File: src/rtl/vpi_var_pattern_driver.sv
// -----------------------------------------------------------------------------
// vpi_var_pattern_driver
//
// Writer end of a public-variable test path. After a start pulse it presents
// NUM_VECS vectors, one at a time, on a set of variables of different shapes
// (one-bit, packed, signed packed, little-endian packed, multi-dimensional
// packed, packed-over-unpacked). A host reads each vector and acknowledges it.
//
// Handshake (4-phase valid/ack):
//   valid rises with a freshly loaded vector; seq and data are stable while
//   valid=1. The host raises host_ack once it has read the vector; valid falls
//   on the edge that samples host_ack=1. The host then drops host_ack; the edge
//   that samples host_ack=0 either loads the next vector with valid=1 or, after
//   the last vector, raises done. Data outputs hold between vectors and keep
//   the last vector after done. Every waiting phase is bounded by
//   TIMEOUT_CYCLES; on expiry the block stops with timeout_err=1.
//
// Ports:
//   clk          sole clock, posedge
//   rst          asynchronous active-high reset
//   start        one-cycle pulse, accepted only in IDLE
//   host_ack     host acknowledge
//   valid        presented vector is stable and readable
//   seq[7:0]     index k of the presented vector
//   done         sticky, all vectors acknowledged
//   timeout_err  sticky, a handshake phase timed out
//   onebit       k[0]
//   a_p1[1:0]    k[1:0]
//   a_sp1[1:0]   signed, ~k[1:0]
//   a_p1le[0:1]  element 0 = k[0], element 1 = k[1]
//   a_p21        [2]=k[1:0], [1]=~k[1:0], [0]=k[2:1]
//   a_p1u1[3:0]  flattened [1:0] of [1:0]: [3:2]=k[3:2], [1:0]=k[1:0]
//   state_dbg    current FSM state encoding, for observation
// -----------------------------------------------------------------------------
module vpi_var_pattern_driver #(
    parameter int NUM_VECS       = 8,
    parameter int TIMEOUT_CYCLES = 64
) (
    input  logic              clk,
    input  logic              rst,
    input  logic              start,
    input  logic              host_ack,
    output logic              valid,
    output logic [7:0]        seq,
    output logic              done,
    output logic              timeout_err,
    output logic              onebit,
    output logic [1:0]        a_p1,
    output logic signed [1:0] a_sp1,
    output logic [0:1]        a_p1le,
    output logic [2:0][1:0]   a_p21,
    output logic [3:0]        a_p1u1,
    output logic [2:0]        state_dbg
);

    localparam int CW = $clog2(TIMEOUT_CYCLES + 1);
    localparam logic [CW-1:0] TMO_LAST = CW'(TIMEOUT_CYCLES - 1);
    localparam logic [7:0]    LAST_K   = 8'(NUM_VECS - 1);

    typedef enum logic [2:0] {
        ST_IDLE    = 3'd0,
        ST_PRESENT = 3'd1,
        ST_RELEASE = 3'd2,
        ST_DONE    = 3'd3,
        ST_ERROR   = 3'd4
    } state_e;

    typedef struct packed {
        logic            onebit;
        logic [1:0]      p1;
        logic [1:0]      sp1;
        logic [0:1]      p1le;
        logic [2:0][1:0] p21;
        logic [3:0]      p1u1;
    } vec_t;

    // Every field is a function of k[3:0] only; higher index bits never
    // reach an output.
    function automatic vec_t map_vec(input logic [3:0] k);
        vec_t v;
        v.onebit  = k[0];
        v.p1      = k[1:0];
        v.sp1     = ~k[1:0];
        v.p1le[0] = k[0];
        v.p1le[1] = k[1];
        v.p21[2]  = k[1:0];
        v.p21[1]  = ~k[1:0];
        v.p21[0]  = k[2:1];
        v.p1u1    = {k[3:2], k[1:0]};
        return v;
    endfunction

    state_e        state_q, state_d;
    logic [7:0]    k_q, k_d;
    logic          valid_q, valid_d;
    logic          done_q, done_d;
    logic          err_q, err_d;
    logic [CW-1:0] cnt_q, cnt_d;
    vec_t          vec_q, vec_d;

    always_comb begin
        state_d = state_q;
        k_d     = k_q;
        valid_d = valid_q;
        done_d  = done_q;
        err_d   = err_q;
        cnt_d   = cnt_q;
        vec_d   = vec_q;

        unique case (state_q)
            ST_IDLE: begin
                if (start) begin
                    state_d = ST_PRESENT;
                    k_d     = 8'd0;
                    vec_d   = map_vec(4'd0);
                    valid_d = 1'b1;
                    cnt_d   = '0;
                end
            end

            ST_PRESENT: begin
                if (host_ack) begin
                    state_d = ST_RELEASE;
                    valid_d = 1'b0;
                    cnt_d   = '0;
                end else if (cnt_q == TMO_LAST) begin
                    state_d = ST_ERROR;
                    err_d   = 1'b1;
                    valid_d = 1'b0;
                    cnt_d   = '0;
                end else begin
                    cnt_d = cnt_q + 1'b1;
                end
            end

            ST_RELEASE: begin
                if (!host_ack) begin
                    cnt_d = '0;
                    if (k_q == LAST_K) begin
                        state_d = ST_DONE;
                        done_d  = 1'b1;
                        valid_d = 1'b0;
                    end else begin
                        // Next vector loads on the same edge that sees ack low.
                        state_d = ST_PRESENT;
                        k_d     = k_q + 8'd1;
                        vec_d   = map_vec(k_d[3:0]);
                        valid_d = 1'b1;
                    end
                end else if (cnt_q == TMO_LAST) begin
                    state_d = ST_ERROR;
                    err_d   = 1'b1;
                    valid_d = 1'b0;
                    cnt_d   = '0;
                end else begin
                    cnt_d = cnt_q + 1'b1;
                end
            end

            ST_DONE: begin
                valid_d = 1'b0;
            end

            ST_ERROR: begin
                valid_d = 1'b0;
            end

            default: begin
                state_d = ST_IDLE;
                valid_d = 1'b0;
                cnt_d   = '0;
            end
        endcase
    end

    always_ff @(posedge clk or posedge rst) begin
        if (rst) begin
            state_q <= ST_IDLE;
            k_q     <= 8'd0;
            valid_q <= 1'b0;
            done_q  <= 1'b0;
            err_q   <= 1'b0;
            cnt_q   <= '0;
            vec_q   <= '0;
        end else begin
            state_q <= state_d;
            k_q     <= k_d;
            valid_q <= valid_d;
            done_q  <= done_d;
            err_q   <= err_d;
            cnt_q   <= cnt_d;
            vec_q   <= vec_d;
        end
    end

    assign valid       = valid_q;
    assign seq         = k_q;
    assign done        = done_q;
    assign timeout_err = err_q;
    assign onebit      = vec_q.onebit;
    assign a_p1        = vec_q.p1;
    assign a_sp1       = vec_q.sp1;
    assign a_p1le      = vec_q.p1le;
    assign a_p21       = vec_q.p21;
    assign a_p1u1      = vec_q.p1u1;
    assign state_dbg   = state_q;

endmodule

File: config.mk
export PLATFORM = sky130hd
export DESIGN_NAME = vpi_var_pattern_driver
export DESIGN_NICKNAME = d
export VERILOG_FILES = /design/src/rtl/vpi_var_pattern_driver.sv
export SDC_FILE = /design/constraint.sdc
export NUM_CORES = 1
export LEC_CHECK = 0
export CORE_ASPECT_RATIO = 0.5
export CORE_MARGIN = 2
export CORE_UTILIZATION = 50
export CTS_BUF_LIST = sky130_fd_sc_hd__clkbuf_16
export DETAILED_ROUTE_END_ITERATION = 16
export GPL_TIMING_DRIVEN = 0
export MAX_ROUTING_LAYER = met4
export PLACE_DENSITY = 0.77
export SKIP_LAST_GASP = 1
export SLEW_MARGIN = 20
export SYNTH_ARGS = -nofsm -noshare
export SYNTH_HDL_FRONTEND = slang
export SYNTH_SLANG_ARGS = --single-unit
File: constraint.sdc
create_clock -name clk -period 4.4 [get_ports clk]
set_clock_uncertainty 0.2 [all_clocks]
set_input_delay 0.66 -clock clk [delete_from_list [all_inputs] [get_ports clk]]
set_output_delay 0.66 -clock clk [all_outputs]
set_load 0.01 [all_outputs]
## Word-level counts from Yosys, hierarchy flattened

Cells that the tools add are included.

| storage, ports and cells | value |
|---|---|
| flip-flop bits (word level) | 38 |
| input port bits | 4 |
| output and inout port bits | 31 |
| word-level logic and storage cells | 67 |

| cells by class | value |
|---|---|
| $add $sub $neg | 2 |
| equal/unequal tests | 11 |
| mux-type cells | 29 |
| bitwise gates (word level) | 3 |
| reduce and logical (&&, ||, !) cells | 8 |

Operators with widths:

| kind | number |
|---|---|
| $mux 17 | 3 |
| $pmux 17 s2 | 1 |
| $mux 7 | 4 |
| $pmux 7 s4 | 1 |
| $mux 8 | 3 |
| $pmux 8 s2 | 1 |
| $mux 3 | 4 |
| $pmux 3 s4 | 1 |
| $ne 2x2->1 const B | 5 |
| $add 8x1->8 const B | 1 |
| $eq 8x3->1 const B | 1 |
| $mux 1 | 8 |
| $add 7x1->7 const B | 1 |
| $eq 7x6->1 const B | 1 |
| $eq 3x2->1 const B | 2 |
| $reduce_and 3->1 | 2 |
| $reduce_and 4->1 | 1 |
| $reduce_bool 2->1 | 2 |
| $eq 3x1->1 const B | 1 |
| $eq 3x3->1 const B | 1 |
| $logic_not 3->1 | 1 |
| $pmux 1 s3 | 1 |
| $mux 2 | 1 |
| $not 1->1 | 2 |
| other kinds (4) | 4 |

## Longest topological paths before layout

Gate-level depths: netlist of the first run.

| logic depth | value |
|---|---|
| depth in word-level cells | 5 |
| mapped depth | 6 |
| depth with buffers taken out | 5 |

## Worst setup path after synthesis of the first run

Ideal clock, no wire load.

| path | value |
|---|---|
| path kind | register to register |
| start point | register k_q[0] (netlist: seq[0]) |
| end point | register k_q[2] (netlist: seq[2]) |
| library setup time | 0.140 ns |
| arrival time | 1.556 ns |
| data required time | 4.060 ns |
| path slack | 2.504 ns |
| cell stages (with the launch flop) | 6 |
| buffers on the path | 0 |
| period minus slack after synthesis | 1.896 ns |
| cell sequence | dfrtp_1 > ha_1 > and2_1 > and4b_2 > o311ai_0 > o41ai_1 |

| between the ends | value |
|---|---|
| word-level cells in the longest chain between the ends | 4 |
| elaborated cells between the ends (all ways) | 7 |
| those cells by class | add/sub (1); eq/ne (2); mux (3); reduce/logical (1) |

RTL lines:

| element | line | source |
|---|---|---|
| start, declared | 94 | `logic [7:0] k_q, k_d;` |
| start signal, assigned | 187 | `k_q <= k_d;` |
| $add 8x1->8 | 146 | `k_d = k_q + 8'd1;` |
| $mux 8 | 139 | `if (k_q == LAST_K) begin` |
| $mux 8 | 137 | `if (!host_ack) begin` |
| $pmux 8 s2 | 110 | `unique case (state_q)` |

Parallel ways exist; a longest one is shown, timed or not. The select of a mux whose other input is x is not followed.
A chain may end at the register's enable or synchronous reset.

## Worst setup path after layout of the first run

| path | value |
|---|---|
| start point | register k_q[0] (netlist: seq[0]) |
| end point | output port seq[0] |

RTL lines:

| element | line | source |
|---|---|---|
| end, declared | 44 | `output logic [7:0] seq,` |

No word-level cell between the ends.

==> metrics.md, run 1 <==
| Metric | Value |
|---|---|
| Pre-antenna DRT Iters | `4` |
| Dpl hpwl | `2090 µm` |
| CTS clock-pin slew for the worst setup and hold paths | `approximately 0.060 ns` |
| Max-slew violations | `0` |
| Clock Sink Count | `23` |
| Postcts setup bufs | `0` |
| First-pass GRT wire length | `about 4600 µm` |
| CP arrival | `between 1 and 1.5 ns` |
| WL/cell | `between 10 and 15 µm` |
| Number of gates resized after cts | `0` |
| Worst setup SP type | `flip-flop` |
| Hold path cells | `1` |
| Final GP Congestion | `roughly 0.8` |
| Worst-case clock buffer depth | `2` |
| Final Hold Fails | `0` |
| Met2 Wirelength | `1340 µm` |
| Status | `finished clean` |
| Max-cap viol count | `0` |
| Filler instances | `207` |
| Cells on worst reg2reg path | `5` |
| Top sig layer | `met4` |
| # rows | `13` |
| Total routed wirelength | `2860 µm` |
| Die area | `about 0.0032 mm²` |
| Ports | `35` |
| Chip Height | `around 41 µm` |
| CTS buffer count | `3` |
| Area after DPL | `0.00178 mm²` |
| Synth Flop Type | `dfrtp_1` |
| Detail Route Antenna Nets | `0` |
| Hold path start | `done` |
| Sum Neg Setup Slack | `0 ns` |
| Crit end category | `output pin` |
| Antenna violations before repair | `0` |
| Biggest area consumer among synthesized cells | `dfrtp_1` |
| DP Cell Count | `~220` |
| Slew margin rel. | `approximately two fifths` |
| Hold Worst Slack | `about 0.28 ns` |
| Tmin final | `between 2 and 2.5 ns` |
| Drt first-iter violations | `53` |
| Ranking of synthesized cells by instance count | `dfrtp_1 (23), buf_4 (16), nand2_1 (10)` |
| Min-delay worst type | `reg2reg` |
| Layout Nets | `around 190` |
| Synthesized instance count | `about 150` |
| F_max | `~0.43 GHz` |
| Post-route non-filler standard cell count | `221` |
| Netlist cell types | `between 40 and 50` |
| Total track usage | `between 10% and 20%` |
| Total grt overflow | `0` |
| Peak supply drop | `around 0.24 mV` |
| H-tree depth | `1` |
| Largest net degree at the start of global routing | `24` |
| Vias per inst | `between 5 and 6` |
| Top post-synthesis cells by area | `dfrtp_1 (41%), buf_4 (8.6%), nand2_1 (2.7%)` |
| Hold EP | `done` |
| Reg2reg end | `seq[2]` |
| Crit path cell chain | `buf_4 > clkdlybuf4s50_1` |
| Worst EP required | `between 3 and 4 ns` |
| Post-route cell area | `approximately 0.0019 mm²` |
| Core box area | `~0.0026 mm²` |
| Crit-path max cell delay | `roughly 0.53 ns` |
| Die width | `between 70 and 80 µm` |
| Initial core utilization | `53.1%` |
| Synth top area share | `41.4%` |
| Syn Area/Cell | `~9.5 µm²` |
| Worst slew pin tran | `~0.89 ns` |
| Power per cell area | `roughly 440 mW/mm²` |
| CTS hold repair buffers | `0` |
| Area Growth Syn to Fin | `33.6%` |
| Worst R2R Start | `seq[0]` |
| Synthesis-stage register bit count | `23` |
| # port buffers | `34` |
| Crit Path Max Fanout | `10` |
| CTS tree | `yes` |
| Vias in the first global route | `just over 1,000` |
| DRC viols | `0` |
| Period utilization | `between 50 and 60%` |
| CP top delay family | `buffers and inverters` |
| Mapped cell area | `0.00139 mm²` |
| Most instantiated library cell after synthesis | `dfrtp_1` |
| WL met1 | `approximately 1300 µm` |
| Post-synth EDFFs | `0` |
| Synth Warn # | `0` |
| WS Path Type | `reg2out` |
| Crit-path slowest cell | `clkdlybuf4s50_1` |
| Synth Net Count | `between 150 and 200` |
| Asr flop ratio synth | `100%` |
| Leakage | `0.817 nW` |
| Reg2reg setup slack | `approximately 2.4 ns` |
| Later-pin clock latency in the skew report | `0.26 ns` |
| Root buf cell | `clkbuf_16` |
| Fraction of layout cells with a size suffix above 1 | `between 20 and 25%` |
| Diode count | `0` |
| Total number of vias | `roughly 1,200` |
| Setup violators final | `0` |
| Met3 wire length | `approximately 140 µm` |
| Crit path buffers/inverters | `2` |
| RSZ-0062 raised after global routing | `no` |
| Sequential area share after synthesis | `just over 40%` |
-- cell usage in the layout (no fill, tap or decap), types with 4 or more instances in the layout --
cell             Yosys  layout
nor2_1               8       8
o21ai_0              7       7
a21oi_1              7       7
buf_4               16      16
inv_1                7       7
nand3_1              6       6
a31oi_1              4       4
clkdlybuf4s50_1      0      34
dfrtp_1             23      23
nand2_1             10      10
-- metrics by stage --
stage	utilization, %	power, W	setup WS [ns]
5_1_grt	70.9	0.000873	2.01
4_1_cts	70.9	0.000832	2.08
2_1_floorplan	-	0.000456	2.50
3_5_place_dp	67.8	0.000632	1.86
3_3_place_gp	67.8	0.000624	1.88
6_report	70.9	0.000824	2.08
-- cell families after synthesis --
| group | count (synthesis) | share of synthesized area (%) |
|---|---|---|
| compound gates | 39 | 19.4 |
| buf+inv | 29 | 14.1 |
| mux | 2 | 1.44 |
| flops | 23 | 41.4 |
| fa+ha+maj | 2 | 1.80 |
| xor+xnor | 3 | 1.89 |
| simple gates | 48 | 19.9 |
-- cell type report --
class / count / area (µm²) / share of cell area [%]
Clock inverter: 1 / 5.00 / 0.270
Multi-Input combinational cell: 94 / 618 / 33.3
Clock buffer: 3 / 75.1 / 4.04
Inverter: 7 / 26.3 / 1.42
Sequential cell: 23 / 576 / 31.0
Tap cell: 37 / 46.3 / 2.49
Timing Repair Buffer: 34 / 340 / 18.3
Buffer: 22 / 170 / 9.16
-- report_power, final --
part	switching, W	total (W)	internal (W)	leakage, nW
Combinational	0.000113	0.000340	0.000227	0.474
Sequential	0.0000423	0.000285	0.000243	0.301
Clock	0.0000768	0.000199	0.000122	0.0409
Total	0.000232	0.000824	0.000592	0.817
-- flip-flops by register name (all words and copies together), names as in the netlist --
register and cells:
cnt_q 7, valid 1, state_dbg 3, a_sp1 2, timeout_err 1, done 1, seq 8
-- routing by layer --
layer | vias to the layer above | track usage, %
met2 | 24 | 36.5
met1 | 540 | 22.7
met5 | - | -
li1 | 586 | -
met3 | 4 | 5.73
met4 | 0 | 5.26
-- how the worst max path moves through the flow --
stage / start / end / slack, ns / cells after the start
finish: seq[0] / seq[0] / 2.08 / 2
global route: seq[0] / seq[0] / 2.01 / 2
CTS: seq[0] / seq[0] / 2.08 / 2
detailed placement: start / seq[0] / 1.86 / 6
global placement: start / seq[0] / 1.88 / 6
floorplan: seq[0] / seq[2] / 2.50 / 5
Power figures use the tool's default switching activity.
==> inputs of run 2 (changes only) <==
--- a/config.mk
+++ b/config.mk
@@ -7,12 +7,12 @@
 export LEC_CHECK = 0
 export CORE_ASPECT_RATIO = 0.5
 export CORE_MARGIN = 2
-export CORE_UTILIZATION = 50
+export CORE_UTILIZATION = 48
 export CTS_BUF_LIST = sky130_fd_sc_hd__clkbuf_16
 export DETAILED_ROUTE_END_ITERATION = 16
 export GPL_TIMING_DRIVEN = 0
 export MAX_ROUTING_LAYER = met4
-export PLACE_DENSITY = 0.77
+export PLACE_DENSITY = 0.74
 export SKIP_LAST_GASP = 1
 export SLEW_MARGIN = 20
 export SYNTH_ARGS = -nofsm -noshare
==> constraint.sdc (replaced) <==
create_clock -name clk -period 2.31 [get_ports clk]
set_clock_uncertainty 0.2 [all_clocks]
set_input_delay 0.3465 -clock clk [delete_from_list [all_inputs] [get_ports clk]]
set_output_delay 0.3465 -clock clk [all_outputs]
set_load 0.01 [all_outputs]
==> run 2 against run 1 <==
Combinational power up 93%. Power rose by 91%. Non-clock buffer count unchanged. Sequential cell count unchanged. Critical path depth is 3 higher.
==> metrics.md, run 2 (same netlist as run 1, synthesis figures left out) <==
| Metric | Value |
|---|---|
| Status | `finished clean` |
| Setup violators final | `0 (unchanged)` |
| Multi-input gate area in the final layout | `618 µm² (unchanged)` |
| First-pass GRT wire length | `4990 µm (+8.2%)` |
| Tmin final | `2.08 ns` |
| Area Growth Syn to Fin | `33.6% (unchanged)` |
| Crit end category | `flip-flop` |
| Total grt overflow | `0 (unchanged)` |
| Crit Path Max Fanout | `10 (unchanged)` |
| Worst EP required | `2.23 ns (-1.31 ns)` |
| Drt first-iter violations | `54 (+1.9%)` |
| Chip Height | `42.1 µm (+1.9%)` |
| Leakage | `0.817 nW (unchanged)` |
| Vias in the first global route | `1,092 (+8.4%)` |
| Commonest cells after routing, fill and taps aside | `clkdlybuf4s50_1 (34), dfrtp_1 (23), buf_4 (16)` |
| Total power | `0.00157 W (+91%)` |
| Max-slew violations | `0 (unchanged)` |
| Dpl hpwl | `2150 µm (+3.0%)` |
| Final GP Congestion | `0.838 (+7.1%)` |
| Core box area | `0.00267 mm² (+1.9%)` |
| Commonest non-fill, non-tap cell in the layout | `clkdlybuf4s50_1` |
| Ports | `35 (unchanged)` |
| Peak supply drop | `0.470 mV (+96%)` |
| CTS clock-pin slew for the worst setup and hold paths | `0.06 ns (about the same)` |
| Final Core Density | `69.6% (-1.3 points)` |
| Initial core utilization | `52.1% (-0.97 points)` |
| Total track usage | `19.6% (-0.34 points)` |
| Die width | `80.1 µm (+2.0%)` |
| Layout Nets | `191 (unchanged)` |
| Diode count | `0 (unchanged)` |
| Clock Sink Count | `23 (unchanged)` |
| Fraction of layout cells with a size suffix above 1 | `20.1% (unchanged)` |
| CTS hold repair buffers | `0 (unchanged)` |
| Root buf cell | `clkbuf_16` |
| Total routed wirelength | `2930 µm (+2.2%)` |
| Worst-case clock buffer depth | `2 (unchanged)` |
| F_max | `between 0.4 and 0.5 GHz` |
| Vias per inst | `5.29 (+1.3%)` |
| # rows | `13 (unchanged)` |
| Worst setup SP type | `flip-flop` |
| Max-cap viol count | `0 (unchanged)` |
| Postcts setup bufs | `0 (unchanged)` |
| FF/Latch Area | `576 µm² (unchanged)` |
| CTS buffer count | `3 (unchanged)` |
| H-tree depth | `1 (unchanged)` |
| RSZ-0062 raised after global routing | `no` |
| DRC viols | `0 (unchanged)` |
| Min-delay worst type | `reg2reg` |
| Detail Route Antenna Nets | `0 (unchanged)` |
| Number of flip-flops in the largest register | `8 (unchanged)` |
| Pre-antenna DRT Iters | `4 (unchanged)` |
| WL/cell | `13.2 µm (+2.2%)` |
| CP arrival | `2.00 ns (+0.54 ns)` |
| Number of gates resized after cts | `0 (unchanged)` |
| Power per cell area | `846 mW/mm² (+91%)` |
| Worst slew pin tran | `0.877 ns (-0.00896 ns)` |
| Total number of vias | `1,169 (+1.3%)` |
| Setup WS post-layout | `0.226 ns (-1.86 ns)` |
| WS Path Type | `reg2reg` |
| Period utilization | `90.2%` |
| Later-pin clock latency in the skew report | `0.25 ns (about the same)` |
| Die area | `0.00337 mm² (+3.9%)` |
| # port buffers | `34 (unchanged)` |
| Largest net degree at the start of global routing | `24 (unchanged)` |
| Antenna violations before repair | `0 (unchanged)` |
| Sum Neg Setup Slack | `0 ns (unchanged)` |
| Filler instances | `210 (+1.4%)` |
| Slew margin rel. | `41.5% (+0.60 points)` |
| Pre-CTS setup slack | `0.139 ns (-1.72 ns)` |
| CTS tree | `yes` |
| Final Hold Fails | `0 (unchanged)` |
==> run 2: cell counts in the layout (fill, tap and decap cells not counted) <==
No cell type changed its count.
==> run 2: metal layers <==
| layer | vias to the layer above | track usage, % | wire (µm) |
|---|---|---|---|
| met1 | 556 | 24.8 | 1340 |
| met4 | 0 | 4.07 | 23 |
| met2 | 31 | 32.0 | 1390 |
| li1 | 578 | - | - |
| met3 | 4 | 5.39 | 173 |
| met5 | - | - | 0 |
==> run 2: per-stage QoR <==
stage | std cells | hold slack (ns) | instance area [µm²]
final | 221 | 0.252 | 1860
after global routing | 221 | 0.291 | 1860
after CTS | 221 | 0.257 | 1860
after detailed placement | 217 | 0.243 | 1780
after global placement | 217 | 0.241 | 1780
after floorplan | 146 | 0.148 | 1390
==> run 2: path summary, 6_finish.rpt <==
kind,startpoint,end,slack (ns),depth (start not counted)
max in group asynchronous,rst,a_sp1[1],0.99,2
min in group asynchronous,rst,seq[4],0.38,2
setup / recovery,seq[0],seq[2],0.23,5
hold reg to reg,timeout_err,timeout_err,0.25,1
setup reg to reg,seq[0],seq[2],0.23,5
hold / removal,timeout_err,timeout_err,0.25,1
==> run 2: power breakdown <==
| group | switching (W) | total [W] | internal [W] |
|---|---|---|---|
| sequential | 0.0000832 | 0.000545 | 0.000462 |
| clock | 0.000138 | 0.000371 | 0.000233 |
| combinational | 0.000223 | 0.000656 | 0.000433 |
| total | 0.000444 | 0.00157 | 0.00113 |
==> run 2: area by class of cell <==
class	count	area share, %
multi-input cells	94	33.3
flip-flops and latches	23	31.0
repair buffers	34	18.3
plain buffers	22	9.16
clock buffers	3	4.04
well taps	37	2.49
inverters	7	1.42
clock inverters	1	0.270
==> run 2: critical path, cell delays in order, from the launching register on <==
cell and delay (ns):
dfrtp_1 0.48, ha_1 0.26, and2_1 0.19, and4b_2 0.30, o311ai_0 0.38, o41ai_1 0.14
==> inputs of run 3 (changes only) <==
--- a/config.mk
+++ b/config.mk
@@ -6,7 +6,6 @@
 export NUM_CORES = 1
 export LEC_CHECK = 0
 export CORE_ASPECT_RATIO = 0.5
-export CORE_MARGIN = 2
 export CORE_UTILIZATION = 48
 export CTS_BUF_LIST = sky130_fd_sc_hd__clkbuf_16
 export DETAILED_ROUTE_END_ITERATION = 16
==> run 3 against run 2 <==
Non-clock buffer count unchanged. Setup slack improved by 0.063 ns. Utilization unchanged. Cell count unchanged. Power is 0.34% higher. Die area down 7.1%. Largest cell class unchanged. Highest routed layer unchanged.
==> metrics.md, run 3 (same netlist as run 1, synthesis figures left out) <==
| Metric | Value |
|---|---|
| Peak supply drop | `0.454 mV (-3.3%)` |
| Initial core utilization | `52.1% (unchanged)` |
| Number of flip-flops in the largest register | `8 (unchanged)` |
| Worst-case clock buffer depth | `2 (unchanged)` |
| Crit end category | `flip-flop` |
| Antenna violations before repair | `0 (unchanged)` |
| Root buf cell | `clkbuf_16` |
| Ports | `35 (unchanged)` |
| Dpl hpwl | `2110 µm (-2.1%)` |
| Hold EP | `timeout_err` |
| Multi-input gate area in the final layout | `618 µm² (unchanged)` |
| Worst setup SP type | `flip-flop` |
| Vias per inst | `5.34 (+0.94%)` |
| Pre-antenna DRT Iters | `4 (unchanged)` |
| Final Hold Fails | `0 (unchanged)` |
| Worst R2R Start | `seq[0]` |
| # port buffers | `34 (unchanged)` |
| Total routed wirelength | `2880 µm (-1.5%)` |
| # rows | `13 (unchanged)` |
| Diode count | `0 (unchanged)` |
| Max-cap viol count | `0 (unchanged)` |
| Commonest cells after routing, fill and taps aside | `clkdlybuf4s50_1 (34), dfrtp_1 (23), buf_4 (16)` |
| H-tree depth | `1 (unchanged)` |
| Final GP Congestion | `0.790 (-5.8%)` |
| Fraction of layout cells with a size suffix above 1 | `20.1% (unchanged)` |
| CP arrival | `1.95 ns (-0.05 ns)` |
| Core box area | `0.00267 mm² (unchanged)` |
| Postcts setup bufs | `0 (unchanged)` |
| Total track usage | `20.6% (+1.0 points)` |
| Largest net degree at the start of global routing | `24 (unchanged)` |
| Die area | `0.00313 mm² (-7.1%)` |
| Slew margin rel. | `39.8% (-1.7 points)` |
| CTS hold repair buffers | `0 (unchanged)` |
| Die width | `78.1 µm (-2.5%)` |
| Status | `finished clean` |
| Worst slew pin tran | `0.903 ns (+0.0255 ns)` |
| Crit Path Max Fanout | `10 (unchanged)` |
| Period utilization | `87.5% (-2.7 points)` |
| F_max | `0.495 GHz (+3.1%)` |
| Detail Route Antenna Nets | `0 (unchanged)` |
| Setup violators final | `0 (unchanged)` |
| Cells on worst reg2reg path | `5 (unchanged)` |
| Reg2reg setup slack | `0.29 ns (+0.06 ns)` |
| Hold path cells | `1 (unchanged)` |
| Total power | `0.00158 W (+0.34%)` |
| Area Growth Syn to Fin | `33.6% (unchanged)` |
| DRC viols | `0 (unchanged)` |
| Min-delay worst type | `reg2reg` |
| First-pass GRT wire length | `4610 µm (-7.6%)` |
| Commonest non-fill, non-tap cell in the layout | `clkdlybuf4s50_1` |
| Number of gates resized after cts | `0 (unchanged)` |
| Worst EP required | `2.24 ns (about the same)` |
| WL/cell | `13.0 µm (-1.5%)` |
| Layout Nets | `191 (unchanged)` |
| Hold path start | `timeout_err` |
| Leakage | `0.817 nW (unchanged)` |
| Power per cell area | `849 mW/mm² (+0.34%)` |
| Total grt overflow | `0 (unchanged)` |
| FF/Latch Area | `576 µm² (unchanged)` |
| Vias in the first global route | `1,019 (-6.7%)` |
| Filler instances | `214 (+1.9%)` |
| Later-pin clock latency in the skew report | `0.26 ns (about the same)` |
| Max-slew violations | `0 (unchanged)` |
| Sum Neg Setup Slack | `0 ns (unchanged)` |
| CTS tree | `yes` |
| CTS clock-pin slew for the worst setup and hold paths | `0.06 ns (about the same)` |
| WS Path Type | `reg2reg` |
| Clock Sink Count | `23 (unchanged)` |
| Chip Height | `40.1 µm (-4.8%)` |
| RSZ-0062 raised after global routing | `no` |
| Total number of vias | `1,180 (+0.94%)` |
| CTS buffer count | `3 (unchanged)` |
| Tmin final | `2.02 ns (-0.0633 ns)` |
| Drt first-iter violations | `67 (+24%)` |
| Reg2reg end | `seq[2]` |
run 3: worst max-delay path by stage:
stage / slack, ns / endpoint / from / cells after the start
after floorplan: 0.41 / seq[2] / seq[0] / 5
after global placement: 0.11 / seq[0] / start / 6
after global routing: 0.21 / seq[2] / seq[0] / 5
after CTS: 0.30 / seq[0] / seq[0] / 2
final: 0.29 / seq[2] / seq[0] / 5
after detailed placement: 0.08 / seq[0] / start / 6
run 3: area by class of cell:
type / instances / area share, %
buffer: 22 / 9.16
clock buffer: 3 / 4.04
clock inverter: 1 / 0.270
inverter: 7 / 1.42
multi-input combinational: 94 / 33.3
sequential: 23 / 31.0
tap: 37 / 2.49
timing repair buffer: 34 / 18.3
run 3: through the flow:
| step | util [%] | setup WS, ns | hold slack (ns) | instance area (µm²) | instances |
|---|---|---|---|---|---|
| after global placement | 66.6 | 0.111 | 0.241 | 1780 | 217 |
| after CTS | 69.6 | 0.304 | 0.263 | 1860 | 221 |
| after floorplan | - | 0.414 | 0.148 | 1390 | 146 |
| after global routing | 69.6 | 0.208 | 0.293 | 1860 | 221 |
| after detailed placement | 66.6 | 0.0849 | 0.248 | 1780 | 217 |
| final | 69.6 | 0.289 | 0.263 | 1860 | 221 |
run 3: critical path: stages, from the launching register on:
cell	delay (ns)
dfrtp_1	0.48
ha_1	0.27
and2_1	0.19
and4b_2	0.30
o311ai_0	0.32
o41ai_1	0.12
run 3: power by group:
group	leakage [nW]	internal, W	switching [W]
clock	0.0409	0.000233	0.000148
combinational	0.474	0.000434	0.000218
sequential	0.301	0.000462	0.0000826
total	0.817	0.00113	0.000448
run 3: per-layer routing:
layer,up-vias,routed length (µm),GRT usage (%)
met5,-,0,-
met4,0,20,5.56
met3,2,90,5.68
met2,19,1340,36.6
met1,574,1430,24.2
li1,585,-,-
